[config.mk]
export PLATFORM = sky130hd
export DESIGN_NAME = div_operand_sequencer_flat
export DESIGN_NICKNAME = d
export VERILOG_FILES = /design/src/rtl/div_operand_sequencer_if.sv /design/src/rtl/div_operand_sequencer.sv /design/src/flat_wrapper.sv
export SDC_FILE = /design/constraint.sdc
export NUM_CORES = 1
export LEC_CHECK = 0
export BUFFER_PORTS_ARGS = -buffer_cell sky130_fd_sc_hd__buf_4
export CAP_MARGIN = 10
export CORE_UTILIZATION = 30
export DETAILED_ROUTE_END_ITERATION = 10
export PLACE_DENSITY_LB_ADDON = 0.25
export SLEW_MARGIN = 15
export SYNTH_ARGS = -nofsm -noshare
export SYNTH_HDL_FRONTEND = slang
export SYNTH_SLANG_ARGS = --single-unit
[constraint.sdc]
create_clock -name Clock -period 1.65 [get_ports Clock]
set_input_delay 0.33 -clock Clock [delete_from_list [all_inputs] [get_ports Clock]]
set_output_delay 0.33 -clock Clock [all_outputs]
set_load 0.01 [all_outputs]
[src/rtl/div_operand_sequencer_if.sv]
// -----------------------------------------------------------------------------
// div_operand_sequencer_if
//
// Purpose: groups the switch/button inputs and the divider-facing outputs of
// div_operand_sequencer into one bundle. Clock and Resetn stay plain ports on
// the module.
//
// Signals:
//   Load       raw Load button level (asynchronous, active-high)
//   Clear      synchronous abort, active-high
//   Data       operand value from the switches           [WIDTH]
//   Dividend   captured dividend, to the divider          [WIDTH]
//   Divisor    captured divisor, to the divider           [WIDTH]
//   Go         one-cycle start pulse to the divider
//   Done       one-cycle pulse, divider results valid
//   DivByZero  sticky zero-divisor error flag
//   State      current sequencer state (LED display)      [3]
//   OpCount    completed-division counter                 [CNT_W]
//
// Modports:
//   slave  - the sequencer itself (consumes Load/Clear/Data)
//   master - whatever drives the switches/button and watches the results
// -----------------------------------------------------------------------------
interface div_operand_sequencer_if #(
   parameter int WIDTH = 4,
   parameter int CNT_W = 8
);
   logic             Load;
   logic             Clear;
   logic [WIDTH-1:0] Data;
   logic [WIDTH-1:0] Dividend;
   logic [WIDTH-1:0] Divisor;
   logic             Go;
   logic             Done;
   logic             DivByZero;
   logic [2:0]       State;
   logic [CNT_W-1:0] OpCount;

   modport slave (
      input  Load, Clear, Data,
      output Dividend, Divisor, Go, Done, DivByZero, State, OpCount
   );

   modport master (
      output Load, Clear, Data,
      input  Dividend, Divisor, Go, Done, DivByZero, State, OpCount
   );
endinterface

[src/rtl/div_operand_sequencer.sv]
// -----------------------------------------------------------------------------
// div_operand_sequencer
//
// Purpose: front-end for the 4-bit quotient/remainder divider. Captures the
// dividend and then the divisor from the shared switch bus on successive Load
// presses, rejects a zero divisor, issues a single Go pulse with stable
// operands, waits out the divider latency and then pulses Done.
//
// Ports:
//   Clock   system clock, rising edge
//   Resetn  synchronous, active-low reset (highest priority)
//   bus     div_operand_sequencer_if.slave
//             in : Load (raw button), Clear (sync abort), Data
//             out: Dividend, Divisor, Go, Done, DivByZero, State, OpCount
//
// Parameters:
//   WIDTH    operand width
//   LATENCY  divider cycles needed after sampling Go (1..15)
//   CNT_W    width of the completed-operation counter
// -----------------------------------------------------------------------------
module div_operand_sequencer #(
   parameter int WIDTH   = 4,
   parameter int LATENCY = 1,
   parameter int CNT_W   = 8
) (
   input  logic                 Clock,
   input  logic                 Resetn,
   div_operand_sequencer_if.slave bus
);

   typedef enum logic [2:0] {
      S_GET_A = 3'd0,
      S_GET_B = 3'd1,
      S_ISSUE = 3'd2,
      S_WAIT  = 3'd3,
      S_DONE  = 3'd4,
      S_ERR   = 3'd5
   } state_t;

   localparam logic [3:0] WAIT_INIT = 4'(LATENCY);

   state_t           state_reg,    state_next;
   logic [WIDTH-1:0] dividend_reg, dividend_next;
   logic [WIDTH-1:0] divisor_reg,  divisor_next;
   logic             dbz_reg,      dbz_next;
   logic [CNT_W-1:0] opcount_reg,  opcount_next;
   logic [3:0]       wait_reg,     wait_next;
   logic             go_reg;
   logic             done_reg;

   logic             s1_reg, s2_reg, s3_reg;
   logic             load_rise;

   // Load button: s1/s2 form the metastability synchroniser, s3 is the
   // previous synchronised level for rising-edge detection. A held button
   // therefore yields exactly one load_rise.
   always_ff @(posedge Clock) begin
      if (!Resetn) begin
         s1_reg <= 1'b0;
         s2_reg <= 1'b0;
         s3_reg <= 1'b0;
      end else begin
         s1_reg <= bus.Load;
         s2_reg <= s1_reg;
         s3_reg <= s2_reg;
      end
   end

   assign load_rise = s2_reg & ~s3_reg;

   // State and datapath registers. Go/Done are registered decodes of the
   // next state, so they are exactly aligned with the state register (Moore
   // behaviour) while coming straight off a flop, free of decode glitches.
   always_ff @(posedge Clock) begin
      if (!Resetn) begin
         state_reg    <= S_GET_A;
         dividend_reg <= '0;
         divisor_reg  <= '0;
         dbz_reg      <= 1'b0;
         opcount_reg  <= '0;
         wait_reg     <= '0;
         go_reg       <= 1'b0;
         done_reg     <= 1'b0;
      end else begin
         state_reg    <= state_next;
         dividend_reg <= dividend_next;
         divisor_reg  <= divisor_next;
         dbz_reg      <= dbz_next;
         opcount_reg  <= opcount_next;
         wait_reg     <= wait_next;
         go_reg       <= (state_next == S_ISSUE);
         done_reg     <= (state_next == S_DONE);
      end
   end

   always_comb begin
      state_next    = state_reg;
      dividend_next = dividend_reg;
      divisor_next  = divisor_reg;
      dbz_next      = dbz_reg;
      opcount_next  = opcount_reg;
      wait_next     = wait_reg;

      if (bus.Clear) begin
         // Abort wins over any concurrent load_rise; OpCount survives, and an
         // in-flight operation never reaches S_DONE so it is not counted.
         state_next    = S_GET_A;
         dividend_next = '0;
         divisor_next  = '0;
         dbz_next      = 1'b0;
      end else begin
         case (state_reg)
            S_GET_A: begin
               if (load_rise) begin
                  dividend_next = bus.Data;
                  state_next    = S_GET_B;
               end
            end
            S_GET_B: begin
               if (load_rise) begin
                  divisor_next = bus.Data;
                  if (bus.Data == '0) begin
                     dbz_next   = 1'b1;
                     state_next = S_ERR;
                  end else begin
                     state_next = S_ISSUE;
                  end
               end
            end
            S_ISSUE: begin
               wait_next  = WAIT_INIT;
               state_next = S_WAIT;
            end
            S_WAIT: begin
               // Load edges arriving here (and in S_ISSUE/S_DONE) are dropped.
               if (wait_reg == 4'd1) begin
                  state_next   = S_DONE;
                  opcount_next = opcount_reg + 1'b1;
               end else begin
                  wait_next = wait_reg - 4'd1;
               end
            end
            S_DONE: begin
               state_next = S_GET_A;
            end
            S_ERR: begin
               // The press after an error restarts with a fresh dividend.
               if (load_rise) begin
                  dbz_next      = 1'b0;
                  dividend_next = bus.Data;
                  state_next    = S_GET_B;
               end
            end
            default: begin
               state_next = S_GET_A;
            end
         endcase
      end
   end

   assign bus.Dividend  = dividend_reg;
   assign bus.Divisor   = divisor_reg;
   assign bus.Go        = go_reg;
   assign bus.Done      = done_reg;
   assign bus.DivByZero = dbz_reg;
   assign bus.State     = state_reg;
   assign bus.OpCount   = opcount_reg;

endmodule

[src/flat_wrapper.sv]
// flat-port wrapper written by rule: the top's interface ports become plain ports
module div_operand_sequencer_flat 
#(
   parameter int WIDTH   = 4,
   parameter int LATENCY = 1,
   parameter int CNT_W   = 8
)
  (Clock, Resetn, bus_Load, bus_Clear, bus_Data, bus_Dividend, bus_Divisor, bus_Go, bus_Done, bus_DivByZero, bus_State, bus_OpCount);
  div_operand_sequencer_if #(.WIDTH(WIDTH), .CNT_W(CNT_W)) bus_i ();
  input  logic Clock;
  input  logic Resetn;
  input wire logic [$bits(bus_i.Load)-1:0] bus_Load;
  input wire logic [$bits(bus_i.Clear)-1:0] bus_Clear;
  input wire logic [$bits(bus_i.Data)-1:0] bus_Data;
  output wire logic [$bits(bus_i.Dividend)-1:0] bus_Dividend;
  output wire logic [$bits(bus_i.Divisor)-1:0] bus_Divisor;
  output wire logic [$bits(bus_i.Go)-1:0] bus_Go;
  output wire logic [$bits(bus_i.Done)-1:0] bus_Done;
  output wire logic [$bits(bus_i.DivByZero)-1:0] bus_DivByZero;
  output wire logic [$bits(bus_i.State)-1:0] bus_State;
  output wire logic [$bits(bus_i.OpCount)-1:0] bus_OpCount;
  assign bus_i.Load = bus_Load;
  assign bus_i.Clear = bus_Clear;
  assign bus_i.Data = bus_Data;
  assign bus_Dividend = bus_i.Dividend;
  assign bus_Divisor = bus_i.Divisor;
  assign bus_Go = bus_i.Go;
  assign bus_Done = bus_i.Done;
  assign bus_DivByZero = bus_i.DivByZero;
  assign bus_State = bus_i.State;
  assign bus_OpCount = bus_i.OpCount;
  div_operand_sequencer #(.WIDTH(WIDTH), .LATENCY(LATENCY), .CNT_W(CNT_W)) u_core (.Clock(Clock), .Resetn(Resetn), .bus(bus_i));
endmodule
# ---- Word level (Yosys, flattened, before mapping)
# Index checks and enable logic that the tools add are counted.
dict set report classes {
  n_eq_ne 11
  addsub 2
  muxes 12
  reduce_logical 11
  bitwise 4
}
# operator n
set op_table {}
lappend op_table {{3-bit 2-to-1 mux} 5}
lappend op_table {{3-bit case mux with 4 select lines} 1}
lappend op_table {{3-bit by 2-bit equality test with 1-bit output (second input constant)} 3}
lappend op_table {{8-bit by 1-bit adder with 8-bit output (second input constant)} 1}
lappend op_table {{4-bit case mux with 2 select lines} 1}
lappend op_table {{3-bit equality test (second input constant)} 2}
lappend op_table {{2-bit by 1-bit inequality test with 1-bit output (second input constant)} 3}
lappend op_table {{3-bit AND reduction} 2}
lappend op_table {{4-bit by 1-bit equality test with 1-bit output (second input constant)} 1}
lappend op_table {{4-bit zero test} 1}
lappend op_table {{4-bit 2-to-1 mux} 1}
lappend op_table {{2-bit AND reduction} 2}
lappend op_table {{4-bit AND reduction} 1}
lappend op_table {{2-bit nonzero test} 2}
lappend op_table {{2-bit OR reduction} 2}
lappend op_table {{4-bit by 1-bit subtractor with 4-bit output (second input constant)} 1}
lappend op_table {{3-bit by 1-bit equality test with 1-bit output (second input constant)} 1}
lappend op_table {{3-bit zero test} 1}
lappend op_table {{1-bit 2-to-1 mux} 3}
lappend op_table {{1-bit NOT} 3}
lappend op_table {{2-bit inequality test (second input constant)} 1}
lappend op_table {{1-bit case mux with 2 select lines} 1}
lappend op_table {{1-bit AND} 1}
dict set report totals {
  register_bits 29
  input_bits 8
}

# ---- Depth between registers and ports, before layout
# Gate-level depths: netlist (run 1).
dict set report logic_depth {
  ltp_word 6
  depth_mapped 7
}

# ---- Least setup slack after synthesis (run 1)
# Ideal clock, no wire load.
dict set report synth_path {
  path_type {reg2reg}
  from {reg u_core.wait_reg[0]}
  to {reg u_core.opcount_reg[6], in the netlist u_core.bus.OpCount[6]}
  setup_slack_ps 53
  stages_incl_launch_ff 7
  setup_ps 69
  t_required_ps 1581
  arrival_ps 1528
  synth_period_minus_slack_ps 1597
  path_cell_list {dfxtp_1 ha_1 and4bb_1 buf_2 nand3_2 or4_1 o21ai_1}
}
dict set report synth_via {
  elab_chain_cells 2
}
# item line
set synth_rtl {}
lappend synth_rtl {{start: declaration} div_operand_sequencer.sv:47} ;# logic [3:0] wait_reg, wait_next;
lappend synth_rtl {{start signal: assignment} div_operand_sequencer.sv:90} ;# wait_reg <= wait_next;
lappend synth_rtl {{4-bit by 1-bit equality test with 1-bit output} div_operand_sequencer.sv:136} ;# if (wait_reg == 4'd1) begin
lappend synth_rtl {{3-bit AND reduction (no source line)} --}
lappend synth_rtl {{end signal: assignment} div_operand_sequencer.sv:89} ;# opcount_reg <= opcount_next;
lappend synth_rtl {{end: declaration} div_operand_sequencer.sv:46} ;# logic [CNT_W-1:0] opcount_reg, opcount_next;
# Every way passes these cells.
# A chain may end at the register's enable or synchronous reset.

# ---- Worst setup path after layout (run 1)
dict set report layout_path {
  from {reg u_core.wait_reg[1]}
  to {reg u_core.done_reg, in the netlist u_core.bus.Done}
}
dict set report layout_via {
  elab_chain_cells 5
}
# item line
set layout_rtl {}
lappend layout_rtl {{4-bit by 1-bit equality test with 1-bit output} div_operand_sequencer.sv:136}
lappend layout_rtl {{3-bit 2-to-1 mux} div_operand_sequencer.sv:136}
lappend layout_rtl {{3-bit case mux with 4 select lines} div_operand_sequencer.sv:112} ;# case (state_reg)
lappend layout_rtl {{3-bit 2-to-1 mux} div_operand_sequencer.sv:104} ;# if (bus.Clear) begin
lappend layout_rtl {{3-bit equality test} div_operand_sequencer.sv:92} ;# done_reg <= (state_next == S_DONE);
lappend layout_rtl {{end signal: assignment} div_operand_sequencer.sv:92}
lappend layout_rtl {{end: declaration} div_operand_sequencer.sv:49} ;# logic done_reg;
# Every way passes these cells.

==> results of run 1 <==
-- worst reg2reg max path, stage by stage, from the launching register on --
cell      delay [ns]
dfxtp_2         0.33
inv_2           0.05
ha_4            0.15
and4bb_2        0.27
buf_6           0.14
a32o_1          0.20
o21a_1          0.19
and2_1          0.15
-- stage by stage --
step,setup slack (ns),instance area [sq um],instances,power [uW]
global route,0.00890,1780,230,1480
CTS,0.00956,1750,230,1430
global placement,0.0454,1650,222,782
finish,0.0893,1780,230,1400
floorplan,0.0530,1320,138,752
detailed placement,0.0124,1650,222,783
-- power by group through the flow --
stage / clock network, uW / logic (uW) / registers, uW
4_1_cts: 663 / 59.4 / 708
5_1_grt: 703 / 64.6 / 708
3_5_place_dp: 0 / 59.4 / 724
3_3_place_gp: 0 / 58.6 / 724
2_1_floorplan: 0 / 27.8 / 724
6_report: 637 / 59.1 / 708
-- final timing paths --
kind | endpoint | slack (ns) | cells after the start | start
setup / recovery | u_core.bus.Done$_SDFF_PN0_ | 0.09 | 7 | u_core.wait_reg[1]$_SDFFE_PN0P_
hold / removal | u_core.s1_reg$_SDFF_PN0_ | 0.26 | 2 | bus_Load
setup reg to reg | u_core.bus.Done$_SDFF_PN0_ | 0.09 | 7 | u_core.wait_reg[1]$_SDFFE_PN0P_
hold reg to reg | u_core.s2_reg$_SDFF_PN0_ | 0.45 | 1 | u_core.s1_reg$_SDFF_PN0_
-- cell families after synthesis --
group,Yosys count
XOR/XNOR,6
adder cells (fa/ha/maj),3
buffers and inverters,11
AO/OA/AOI/OAI,19
AND/OR/NAND/NOR,61
flip-flops,29
multiplexers,9
-- cell type report --
type	instances	area (sq um)
clock buffers	7	96.3
clock inverters	1	5.00
fillers	411	2340
inverters	4	15.0
multi-input cells	98	703
flip-flops and latches	29	582
well taps	50	62.6
repair buffers	41	312
-- cell usage in the layout (no fill, tap or decap), drive strengths merged, types with 2 or more instances in the layout --
master   netlist  layout
buf            5      41
dfxtp         29      29
nor2          17      17
mux2i          9       9
nand2          7       7
a21oi          7       7
clkbuf         2       7
and2           6       6
o21ai          5       5
xor2           4       4
nor2b          4       4
nand2b         4       4
nand3          4       4
nor4           4       4
inv            3       3
ha             3       3
nand4bb        2       2
xnor2          2       2
nand4b         2       2
or3            2       2
nand4          2       2
clkinv         1       2
nor3b          2       2
-- per-layer routing --
layer / vias up / track usage
li1: 566 / -
met2: 23 / 0.229
met5: - / 0
met4: 0 / 0.0703
met3: 6 / 0.0600
met1: 525 / 0.170
==> impl_metrics.ini, run 1 <==
[cts]
cts_tree = yes
cts_made_buffers = 5
cts_resized = 0
clockBufferDepth = 2
cts_max_level = 2
cts.sinks = 29
cts_hold_buffers = 0
clk-insertion-delay-late_ns = 0.28
cts-root-buf = clkbuf_8
clk_pin_slew_ns = 0.06
cts_setup_buffers = 0

[run_status]
status = finished, final reports clean

[global_routing]
grt_usage = 0.146
grt_max_degree = 12
grt_pass1_wl_mm = 4.84
antenna_found_initial = 0
grt_pass1_vias = 1079
overflow = 0

[yosys]
yosys-top-cells-count = dfxtp_1, nor2_1, mux2i_1
synth_cells = 138
netlist-cell-type-count = 40
synth_adder_area_share = 0.0285
synth-seq-cells = 29
synth_top_family_by_area = simple AND/OR/NAND/NOR gates
muxShareOfSynthArea = 0.0684
ys_warn_count = 0
synth_area_sq_um = 1320
async_flop_share = 0
avgSynthCellArea_sq_um = 9.54
ys_top_cells_by_area = dfxtp_1, mux2i_1, nor2_1
yosysTopAreaCell = dfxtp_1
syn_nets = 149
synth_edf_count = 0
synth_compound_area_frac = 0.0922
synth_seq_area_share = 0.441
synth_xor_area_frac = 0.0399
synthFlopType = dfxtp_1
synth_top_area_share = 0.441
synth.most_common_cell = dfxtp_1
synth_simple_gate_area_frac = 0.292

[layout]
largest_reg_flops = 8
syn2layout_area_growth_pct = 34.9
n_antenna_cell = 0
utilization = 0.431
drive_above_1_share = 0.328
layout.nets = 190

[setup_path]
arrival_ns = 1.73
setup.worst_path.end_class = flop
worst_setup_path_start_kind = flop
path_cells = inv_2, ha_4, and4bb_2, buf_6, a32o_1, o21a_1, and2_1
path_buf_inv = 2
cp_slowest_cell = dfxtp_2
critPathKind = reg -> reg
critPathTopFamily = simple AND/OR/NAND/NOR gates
crit_required_ns = 1.82
critPathMaxFanout = 6
max_stage_delay_ns = 0.33

[power]
seqPwrFrac = 0.504
p_per_area_nw_per_um2 = 791
p_sw_frac = 0.209
p_comb_frac = 0.042
ir_worst_vdd_mv = 0.386
pwr-share-clk = 0.453
p_switching_uw = 294
p_int_uw = 1110
p_leak_uw = 0.000756

[routing]
wl_per_cell_um = 12.3
met2_length_mm = 1.35
drt_iter0_drc = 22
ant_nets = 0
dr_wl_met3_um = 122
wirelength_mm = 2.84
viasPerCell = 4.87
wl_met1_mm = 1.30
dr.pass1.iters = 3
top_layer_used = met4
drc = 0
vias = 1120

[timing]
tightestPinTransition_ns = 0.410
maxSlewViolCount = 0
final.period_utilization = 0.946
skew_ns = 0.00571
rsz0062_at_grt = false
setup_tns_ns = 0
clock.fmax_ghz = 0.641
slew_headroom = 0.724
period_minus_slack_ns = 1.56
setup_violations = 0
whs_ns = 0.258
timing_hold_violations_final = 0

[placement]
dp_hpwl_mm = 2.15
port_buffers = 29
gp_congestion = 0.812

[floorplan]
coreArea_sq_um = 4120
pin_count = 30
dieArea_sq_um = 4660
die_y_um = 68.2
rows = 23
die_w_um = 68.2
initial_core_util = 0.320

[hold_path]
holdCritPathClass = in -> reg

[flow_run]
max-cap-violations = 0
Note: power is estimated with default switching activity, not from simulation.
==> run 2, diff against run 1 <==
==> constraint.sdc (replaced) <==
create_clock -name Clock -period 1.4 [get_ports Clock]
set_input_delay 0.28 -clock Clock [delete_from_list [all_inputs] [get_ports Clock]]
set_output_delay 0.28 -clock Clock [all_outputs]
set_load 0.01 [all_outputs]
==> run 2 against run 1 <==
Net effect: the flow now finishes with violations (negative setup slack); worst hold slack lost 0.038 ns; first-iteration DRC count grew to 2.5 times the previous value; critical path depth shrank 1; wire length grew 8.6%; count of clock-buffer cells in the layout is the same; fmax grew 7.0%; via count grew 3.1%; sequential share of layout area shrank 2.7 points; global-route usage grew 0.30 points; critical endpoint is now u_core.bus.OpCount[6]$_SDFFE_PN0P_; largest power group unchanged; highest routed layer unchanged.
==> impl_metrics.ini, run 2 (synthesis gave the netlist of run 1 again) <==
[setup_path]
critPathKind = reg -> reg
arrival_ns = 1.67
worst_setup_path_start_kind = flop
critPathMaxFanout = 6
setup.worst_path.end_class = flop
crit_required_ns = 1.61
rr_worst_depth = 6

[placement]
gp_congestion = 0.801
postPlaceCellArea_sq_um = 1760
port_buffers = 29
dp_hpwl_mm = 2.22

[global_routing]
met2_usage = 0.261
grt_pass1_vias = 1096
top_usage_layer = met2
antenna_found_initial = 0
grt_max_degree = 11
grt_usage = 0.149
globalRouteMet1Util = 0.156
overflow = 0
grt_pass1_wl_mm = 4.95
grt_use_met3 = 0.0500

[layout]
n_antenna_cell = 0
utilization = 0.479
largest_reg_flops = 8
final_common_cell = buf_4
syn2layout_area_growth_pct = 49.6
stdcell_area_sq_um = 1970
drive_above_1_share = 0.440
fillers = 411
layout.nets = 203
final_cell_mix = buf_4, dfxtp_1, nor2_1

[timing]
final.period_utilization = 1.04
slew_headroom = 0.816
setup_violations = 2
skew_ns = 0.00382
period_minus_slack_ns = 1.46
tightestPinTransition_ns = 0.275
maxSlewViolCount = 0
worst_slack_ns = -0.0589
rsz0062_at_grt = true
timing_hold_violations_final = 0
setup_tns_ns = -0.0879
clock.fmax_ghz = 0.685

[hold_path]
hold_depth = 2
holdCritPathClass = in -> reg

[routing]
drt_iter0_drc = 56
vias = 1155
drc = 0
wirelength_mm = 3.08
ant_nets = 0
wl_per_cell_um = 12.7
dr.pass1.iters = 4
viasPerCell = 4.75

[cts]
cts_made_buffers = 5
cts_hold_buffers = 0
clk_pin_slew_ns = 0.06
cts-root-buf = clkbuf_8
clockBufferDepth = 2
cts_tree = yes
cts.sinks = 29
cts_max_level = 2
clk-insertion-delay-late_ns = 0.28

[floorplan]
die_w_um = 68.2
pin_count = 30
dieArea_sq_um = 4660
rows = 23
coreArea_sq_um = 4120
die_y_um = 68.2
initial_core_util = 0.320

[run_status]
violations = negative setup slack
status = complete, but fails checks

[power]
p_per_area_nw_per_um2 = 845
ir_worst_vdd_mv = 0.602
power_uw = 1660
p_leak_uw = 0.000833

[flow_run]
max-cap-violations = 0
run 2: cell types whose count changed in the layout (fill, tap and decap cells not counted), moves of 2 or more:
cell,previous run,this run
buf_4,40,53
dfxtp_1,28,23
dfxtp_2,1,4
dfxtp_4,0,2
nor2_4,0,2
or3_1,2,0
or3_4,0,2
run 2: critical path, stage by stage, from the launching register on:
cell and delay (ns):
dfxtp_2 0.32, inv_2 0.07, ha_4 0.15, and4bb_4 0.30
nand3_4 0.07, or4_1 0.40, o21ai_1 0.09
run 2: power by group:
part	switching, uW	internal (uW)
clock network	311	443
logic	37.5	40.4
registers	4.03	828
run 2: path summary, 6_finish.rpt:
path,from,endpoint,slack (ns)
worst min register to register,u_core.s1_reg$_SDFF_PN0_,u_core.s2_reg$_SDFF_PN0_,0.43
worst min-delay path,bus_Load,u_core.s1_reg$_SDFF_PN0_,0.22
worst max-delay path,u_core.wait_reg[1]$_SDFFE_PN0P_,u_core.bus.OpCount[6]$_SDFFE_PN0P_,-0.06
worst max register to register,u_core.wait_reg[1]$_SDFFE_PN0P_,u_core.bus.OpCount[6]$_SDFFE_PN0P_,-0.06
run 2: per-layer routing:
layer,up-vias,wire length (um)
li1,586,-
met1,539,1320
met2,25,1570
met3,5,132
met4,0,59
met5,-,0
run 2: repair_timing:
action                     4_1_cts  5_1_grt
setup endpoints to repair       18       18
gates resized for setup         11        8
buffers inserted                 2        2
pin swaps                        3        9
run 2: layout make-up:
type	instances	area [sq um]	share of cell area
multi-input combinational	98	788	0.400
sequential	29	593	0.301
timing repair buffer	54	409	0.208
clock buffer	7	96.3	0.0489
tap	50	62.6	0.0318
inverter	4	15.0	0.00762
clock inverter	1	5.00	0.00254
run 2: through the flow:
| step | std cells | hold WS, ns | setup slack, ns |
|---|---|---|---|
| 2_1_floorplan | 138 | 0.407 | -0.0535 |
| 4_1_cts | 241 | 0.208 | -0.0504 |
| 6_report | 243 | 0.220 | -0.0589 |
| 3_5_place_dp | 231 | 0.423 | -0.130 |
| 5_1_grt | 243 | 0.217 | -0.107 |
| 3_3_place_gp | 231 | 0.430 | -0.0909 |
==> run 3, diff against run 2 <==
--- a/config.mk
+++ b/config.mk
@@ -10,6 +10,7 @@
 export CORE_UTILIZATION = 30
 export DETAILED_ROUTE_END_ITERATION = 10
 export PLACE_DENSITY_LB_ADDON = 0.25
+export SETUP_SLACK_MARGIN = 0.1
 export SLEW_MARGIN = 15
 export SYNTH_ARGS = -nofsm -noshare
 export SYNTH_HDL_FRONTEND = slang
==> run 3 against run 2 <==
Net effect: the run still ends with negative setup slack left; critical path type unchanged; global-route usage grew 1.1 points; sequential cell count is the same; clock skew grew 0.0014 ns.
==> impl_metrics.ini, run 3 (synthesis gave the netlist of run 1 again) <==
[placement]
post-place-ws_ns = -0.148
dp_hpwl_mm = 2.27
gp_congestion = 0.842
port_buffers = 29

[global_routing]
antenna_found_initial = 0
grt_usage = 0.160
grt_pass1_wl_mm = 5.40
grt_pass1_vias = 1176
grt_max_degree = 11
overflow = 0

[setup_path]
critPathLaunch = u_core.wait_reg[1]$_SDFFE_PN0P_
critPathKind = reg -> reg
critPathMaxFanout = 5
r2r_start = u_core.wait_reg[1]$_SDFFE_PN0P_
crit_required_ns = 1.61
worst_setup_path_start_kind = flop
setup.worst_path.end_class = flop
arrival_ns = 1.66

[routing]
wirelength_mm = 3.26
ant_nets = 0
dr_wl_met3_um = 145
drc = 0
viasPerCell = 4.88
drt_iter0_drc = 29
vias = 1180
wl_per_cell_um = 13.5
wl_met1_mm = 1.38
top_layer_used = met4
dr.pass1.iters = 4
met2_length_mm = 1.67

[layout]
fillers = 401
syn2layout_area_growth_pct = 52.9
final_common_cell = buf_4
layout.nets = 202
final_cell_mix = buf_4, dfxtp_1, nor2_1
largest_reg_flops = 8
n_antenna_cell = 0
drive_above_1_share = 0.453

[timing]
slew_headroom = 0.802
skew_ns = 0.00526
final.period_utilization = 1.03
setup_violations = 3
setup_tns_ns = -0.0749
maxSlewViolCount = 0
period_minus_slack_ns = 1.44
rsz0062_at_grt = true
worst_slack_ns = -0.0440
tightestPinTransition_ns = 0.296
whs_ns = 0.211
clock.fmax_ghz = 0.693
timing_hold_violations_final = 0

[cts]
cts_max_level = 2
clk_pin_slew_ns = 0.06
cts-root-buf = clkbuf_8
clockBufferDepth = 2
cts_made_buffers = 5
clk-insertion-delay-late_ns = 0.28
cts_tree = yes
cts.sinks = 29

[power]
ir_worst_vdd_mv = 0.616
p_per_area_nw_per_um2 = 830
p_leak_uw = 0.000853
power_uw = 1670

[floorplan]
initial_core_util = 0.320
dieArea_sq_um = 4660
rows = 23
die_w_um = 68.2
coreArea_sq_um = 4120
die_y_um = 68.2
pin_count = 30

[run_status]
status = complete, but fails checks
violations = negative setup slack

[hold_path]
holdCritPathClass = in -> reg
min_from = bus_Load

[flow_run]
max-cap-violations = 0
run 3: changes by cell type in the layout (fill, tap and decap cells not counted), sizes merged:
cell,previous run,this run
clkbuf,7,8
buf,54,52
run 3: what timing repair did:
action,4_1_cts,5_1_grt
buffers inserted,6,0
pin swaps,11,5
endpoints found under the setup margin,20,27
resized for setup,20,8
hold buffers,0,0
run 3: critical path, cell delays in order (launching register included):
cell and delay (ns):
dfxtp_2 0.32, inv_2 0.06, ha_4 0.12, and4bb_4 0.30, nand3_4 0.08, or4_1 0.40, o21ai_1 0.09
run 3: worst paths after layout:
path / end / slack [ns] / cells past startpoint
min: u_core.s1_reg$_SDFF_PN0_ / 0.21 / 2
max reg2reg: u_core.bus.OpCount[6]$_SDFFE_PN0P_ / -0.04 / 6
max: u_core.bus.OpCount[6]$_SDFFE_PN0P_ / -0.04 / 6
min reg2reg: u_core.s2_reg$_SDFF_PN0_ / 0.45 / 1
run 3: layout make-up:
type	instances	area, sq um	area share
tap	50	62.6	0.0311
timing repair buffer	53	422	0.209
clock buffer	7	96.3	0.0479
multi-input combinational	98	820	0.407
sequential	29	593	0.295
inverter	4	15.0	0.00746
clock inverter	1	5.00	0.00249
run 3: per-stage QoR:
step,instance area [sq um],utilization,instances
final,2010,0.489,242
after global routing,2010,0.489,242
after CTS,1970,0.479,242
after detailed placement,1740,0.423,228
after global placement,1740,0.423,228
after floorplan,1370,-,138
run 3: report_power, final:
| part | switching [uW] | total [uW] | internal (uW) |
|---|---|---|---|
| Sequential | 5.99 | 834 | 828 |
| Combinational | 36.7 | 76.8 | 40.0 |
| Clock | 316 | 760 | 443 |
| Total | 359 | 1670 | 1310 |
run 3: per-layer routing:
metal  global-route usage  up-vias
met5                    0        -
met4               0.0677        0
met3               0.0417        6
met2                0.279       28
met1                0.182      560
li1                     -      586
